===== src/rtl/track_scroller_pkg.sv =====
// Shared constants for the scrolling level: state codes, line/landing heights, screen geometry.
package track_scroller_pkg;

  typedef enum logic [1:0] {
    ST_IDLE = 2'b00,
    ST_RUN  = 2'b01,
    ST_DEAD = 2'b10
  } state_t;

  localparam logic [8:0] LINE_Y0 = 9'd120;
  localparam logic [8:0] LINE_Y1 = 9'd240;
  localparam logic [8:0] LINE_Y2 = 9'd360;

  // Player top-left y when standing on a line: 60 px above it falling down, on it falling up.
  localparam logic [8:0] LAND_DN_L1 = 9'd180;
  localparam logic [8:0] LAND_DN_L2 = 9'd300;
  localparam logic [8:0] LAND_UP_L0 = 9'd120;
  localparam logic [8:0] LAND_UP_L1 = 9'd240;

  localparam int SCREEN_W = 640;
  localparam int SCREEN_H = 480;
  localparam int COL_W    = 40;

  localparam logic [9:0] SCORE_MAX = 10'd1023;

endpackage


===== src/rtl/track_scroller_lfsr16.sv =====
// 16-bit Fibonacci LFSR (x^16+x^14+x^13+x^11+1), shifting left; seed load wins over enable.
// One-cycle update latency, no backpressure: advances on every en.
module lfsr16 #(
  parameter logic [15:0] SEED = 16'hACE1
) (
  input  logic        clk,
  input  logic        reset,
  input  logic        en,
  input  logic        load,
  output logic [15:0] q
);

  always_ff @(posedge clk or negedge reset) begin
    if (!reset)
      q <= SEED;
    else if (load)
      q <= SEED;
    else if (en)
      q <= {q[14:0], q[15] ^ q[13] ^ q[12] ^ q[10]};
  end

endmodule


===== src/rtl/track_scroller.sv =====
// Scrolling three-line ground map, gravity-flip and death FSM for the player-motion block.
// Outputs registered except lines (combinational from the map); no backpressure, presses are edges.
module track_scroller
  import track_scroller_pkg::*;
#(
  parameter int          N_COL      = 16,
  parameter int          PLAYER_COL = 2,
  parameter int          STEP_DIV   = 2_500_000,
  parameter int          DEATH_BOT  = 420,
  parameter logic [15:0] LFSR_SEED  = 16'hACE1
) (
  input  logic             clk,
  input  logic             reset,
  input  logic             start_btn,
  input  logic             flip_btn,
  input  logic [8:0]       height,
  output logic [2:0]       lines,
  output logic             grav_dir,
  output logic             is_dead,
  output logic [N_COL-1:0] map_l0,
  output logic [N_COL-1:0] map_l1,
  output logic [N_COL-1:0] map_l2,
  output logic [9:0]       score,
  output logic [1:0]       state
);

  localparam int DIV_W = (STEP_DIV > 1) ? $clog2(STEP_DIV) : 1;

  state_t             st;
  logic               start_q, flip_q;
  logic [DIV_W-1:0]   div;
  logic [15:0]        lfsr_q;
  logic               start_p, flip_p, step, dead_now, grounded, run_go, shift;
  logic [2:0]         new_col;

  assign start_p  = start_btn & ~start_q;
  assign flip_p   = flip_btn & ~flip_q;
  assign step     = (div == DIV_W'(STEP_DIV - 1));
  assign dead_now = (height == 9'd0) || (height >= 9'(DEATH_BOT));
  assign run_go   = (st == ST_IDLE) && start_p;
  assign shift    = (st == ST_RUN) && !dead_now && step;
  assign lines    = {map_l2[PLAYER_COL], map_l1[PLAYER_COL], map_l0[PLAYER_COL]};
  assign state    = st;

  assign grounded = (!grav_dir && ((height == LAND_DN_L1 && lines[1]) ||
                                   (height == LAND_DN_L2 && lines[2]))) ||
                    ( grav_dir && ((height == LAND_UP_L0 && lines[0]) ||
                                   (height == LAND_UP_L1 && lines[1])));

  // An empty column would be an unwinnable gap, so it becomes middle-line ground.
  assign new_col = (lfsr_q[2:0] == 3'b000) ? 3'b010 : lfsr_q[2:0];

  lfsr16 #(.SEED(LFSR_SEED)) u_lfsr (
    .clk   (clk),
    .reset (reset),
    .en    (shift),
    .load  (run_go),
    .q     (lfsr_q)
  );

  always_ff @(posedge clk or negedge reset) begin
    if (!reset) begin
      start_q <= 1'b0;
      flip_q  <= 1'b0;
    end else begin
      start_q <= start_btn;
      flip_q  <= flip_btn;
    end
  end

  always_ff @(posedge clk or negedge reset) begin
    if (!reset) begin
      st       <= ST_IDLE;
      grav_dir <= 1'b0;
      is_dead  <= 1'b1;
      score    <= '0;
      div      <= '0;
      map_l0   <= '0;
      map_l1   <= '1;
      map_l2   <= '0;
    end else begin
      case (st)
        ST_IDLE: begin
          if (start_p) begin
            st       <= ST_RUN;
            is_dead  <= 1'b0;
            grav_dir <= 1'b0;
            score    <= '0;
            div      <= '0;
            map_l0   <= '0;
            map_l1   <= '1;
            map_l2   <= '0;
          end
        end
        ST_RUN: begin
          // Death freezes everything else in the same cycle.
          if (dead_now) begin
            st      <= ST_DEAD;
            is_dead <= 1'b1;
          end else begin
            if (flip_p && grounded)
              grav_dir <= ~grav_dir;
            if (step) begin
              div    <= '0;
              map_l0 <= {new_col[0], map_l0[N_COL-1:1]};
              map_l1 <= {new_col[1], map_l1[N_COL-1:1]};
              map_l2 <= {new_col[2], map_l2[N_COL-1:1]};
              if (score != SCORE_MAX)
                score <= score + 10'd1;
            end else begin
              div <= div + DIV_W'(1);
            end
          end
        end
        ST_DEAD: ;
        default: st <= ST_IDLE;
      endcase
    end
  end

endmodule


===== config.mk =====
export PLATFORM = sky130hd
export DESIGN_NAME = track_scroller
export DESIGN_NICKNAME = d
export VERILOG_FILES = /design/src/rtl/track_scroller_pkg.sv /design/src/rtl/track_scroller_lfsr16.sv /design/src/rtl/track_scroller.sv
export SDC_FILE = /design/constraint.sdc
export NUM_CORES = 1
export LEC_CHECK = 0
export CAP_MARGIN = 20
export CORE_AREA = 2 2 69 137
export DETAILED_ROUTE_END_ITERATION = 6
export DIE_AREA = 0 0 71 139
export GPL_TIMING_DRIVEN = 0
export MAX_ROUTING_LAYER = met4
export PLACE_DENSITY_LB_ADDON = 0.15
export SLEW_MARGIN = 5
export SYNTH_ARGS = -nofsm -noshare
export SYNTH_HDL_FRONTEND = slang
export SYNTH_SLANG_ARGS = --single-unit
export TNS_END_PERCENT = 20

===== constraint.sdc =====
create_clock -name clk -period 3.68 [get_ports clk]
set_clock_uncertainty 0.15 [all_clocks]
set_input_delay 0.736 -clock clk [delete_from_list [all_inputs] [get_ports clk]]
set_output_delay 0.736 -clock clk [all_outputs]
set_load 0.05 [all_outputs]

==> metrics <==
CP startpoint=height[3]; critical path type=primary input to register; slowest stage delay, CP=490 ps; Post-Syn Area=5030 µm²; sum of negative setup slack=0 ps; clock-pin slew on the worst setup and hold paths=70 ps; crit path cell chain=clkdlybuf4s50_1 -> nor4_4 -> o21ai_2 -> o32a_2 -> buf_6 -> nor2_1 -> mux2_2; Setup Buffers After CTS=0; clock period minus worst slack=2960 ps; crit path capture=u_lfsr.q[0]; Reg-to-Reg Start=state[0]; Data required, critical path=3800 ps; H-tree depth=3; outcome=complete, no violations; Post-route DRC=0; Die Width=71 µm; post-synthesis sequential area ratio=51.4%; syn nets=554; Leakage=2.48 nW; Area contributors post-synth=dfrtp_1 38%, dfstp_2 13%, o21ai_0 13%; crit path DAT=3080 ps; routed wire length per instance=18.7 µm; Max Cap Viol=0; Row Count=49; Top Ports=78; Root Driver=clkbuf_16; Netlist cell types=57; first-pass GRT wire length=22400 µm; register area=2580 µm²; Fin. Hold Viols=0; Die Height=139 µm; dominant synthesized flop cell=dfrtp_1; crit path capture type=register; Detail Route Antenna Nets=0; clk sinks=102; ANT cells=0; initial DRC count=382; largest area contributor in the netlist=dfrtp_1; Total Nets Final=643; Post-synth EDFFs=0; via count=4650; crit path max fanout=10; HP Class=primary input to async pin; DP Worst Slack=364 ps; PortBufs=77; Power Dens Cells=813 nW/µm²; layout cells sized above 1=11.5%; Peak Freq=338 MHz; Setup violations, final=0; Max Transition Viols Final=0; PnR worst setup slack=718 ps; GRT Residual Overflow=0; #FFs+latches synth=102; post_cts resized=0; Final Cell Area=6270 µm²; largest net degree at the start of global routing=60; R2R setup slack=860 ps; unrepaired setup endpoints after global routing=false; all-layer global routing usage=29.2%; Yosys top cell area share=38.3%; Commonest cells post-synth=127 x o21ai_0, 77 x dfrtp_1, 53 x nand2_1; Vias/cell=6.33; half-perimeter wire length after placement=9890 µm; initial core utilization=56.6%; syn avg cell area=9.33 µm²; Area Growth Syn to Fin=24.6%; Synth async-reset ratio=100%; routed wire length=13800 µm; worst vdd ir=0.533 mV; slowest CP cell=clkdlybuf4s50_1; CTS buffer count=9; multi-input logic area=2200 µm²; Pre-Repair DR Iteration Count=5; initial antenna violation count=0; synth warn=0; core box area=8890 µm²; Min Hold Slack=228 ps; placed cell area=5950 µm²; vias in the first global route=4667; Worst Max-Slew Pin Slew=1030 ps; most frequent cell after synthesis=o21ai_0; CTS Hold Buffers Added=0; reg-to-reg critical path endpoint=map_l0[13]; die area=9870 µm²; clock latency on the worst-skew pair=340 ps; reg2reg path depth=7; max_slew headroom=30.9%; period utilisation layout=80.5%; Fill cells=658; CTS max path bufs=2; gpl congestion=0.880; CTS tree=built; startpoint types=primary input; Post-Synthesis Cells=539
-- cells in the final DEF, fill, tap and decap left out, types with 4 or more instances in the layout --
cell type          n
nand2_1           53
inv_1              8
or3_1              5
nand2b_1           5
clkdlybuf4s50_1   76
nor3_1             8
a21oi_1           17
o21ai_0          127
dfrtp_1           77
mux2i_1            6
a31oi_1            4
and4_1             5
nor2b_1           25
a22o_1            10
nand4_1           16
clkbuf_16          9
dfstp_2           25
buf_4              6
o31ai_1           10
clkbuf_2           5
nor2_1            20
buf_2             11
clkbuf_1          25
o31a_1             4
nand3_1           17
-- cells by family (layout without fill, tap and decap cells) --
family | Yosys count | after routing | synth area share, %
AO/OA/AOI/OAI | 195 | 195 | 22.5
AND/OR/NAND/NOR | 175 | 175 | 18.5
flip-flops | 102 | 102 | 51.4
buffers and inverters | 54 | 148 | 4.95
multiplexers | 8 | 8 | 1.64
XOR/XNOR | 3 | 3 | 0.523
adder cells (fa/ha/maj) | 2 | 2 | 0.498
-- critical path, delay by kind of cell --
family | cells | cell delay, ps
AO/OA/AOI/OAI | 2 | 430
AND/OR/NAND/NOR | 2 | 850
multiplexers | 1 | 400
buffers and inverters | 2 | 660
-- flip-flops by register name (all words and copies together) (netlist names) --
register  flops
div          22
map_l0       16
map_l1       16
map_l2       16
u_lfsr.q     16
score        10
state         2
flip_q        1
grav_dir      1
is_dead       1
start_q       1
-- area by class of cell --
type / count / area share [%]
Clock buffer: 10 / 3.65
Multi-Input combinational cell: 383 / 35.0
Timing Repair Buffer: 78 / 12.7
Sequential cell: 102 / 41.2
Inverter: 8 / 0.479
Buffer: 46 / 3.49
Clock inverter: 6 / 1.38
Tap cell: 102 / 2.04
-- where the power goes --
| part | internal [W] | switching, W |
|---|---|---|
| clock network | 0.000595 | 0.000414 |
| registers | 0.00148 | 0.000221 |
| logic | 0.000743 | 0.00165 |
| total | 0.00281 | 0.00228 |
-- per-stage QoR --
stage / util (%) / instances / total power, W
6_report: 70.5 / 735 / 0.00510
4_1_cts: 70.5 / 735 / 0.00510
3_5_place_dp: 67.0 / 719 / 0.00408
2_1_floorplan: - / 539 / 0.00325
3_3_place_gp: 66.7 / 718 / 0.00401
5_1_grt: 70.5 / 735 / 0.00535
-- metal layers --
metal | global-route usage [%] | share of wire (%) | vias up
met3 | 4.00 | 4.3 | 49
li1 | - | - | 2120
met2 | 50.7 | 56 | 171
met4 | 15.8 | 4.2 | 0
met5 | - | 0 | -
met1 | 31.4 | 36 | 2310
-- worst min path at each step --
stage | slack, ps | end
floorplan | 290 | div[0]
global placement | 310 | div[18]
detailed placement | 310 | div[18]
CTS | 250 | div[18]
global route | 280 | div[18]
finish | 230 | div[18]
No activity file was read; power rests on OpenSTA's default activity.
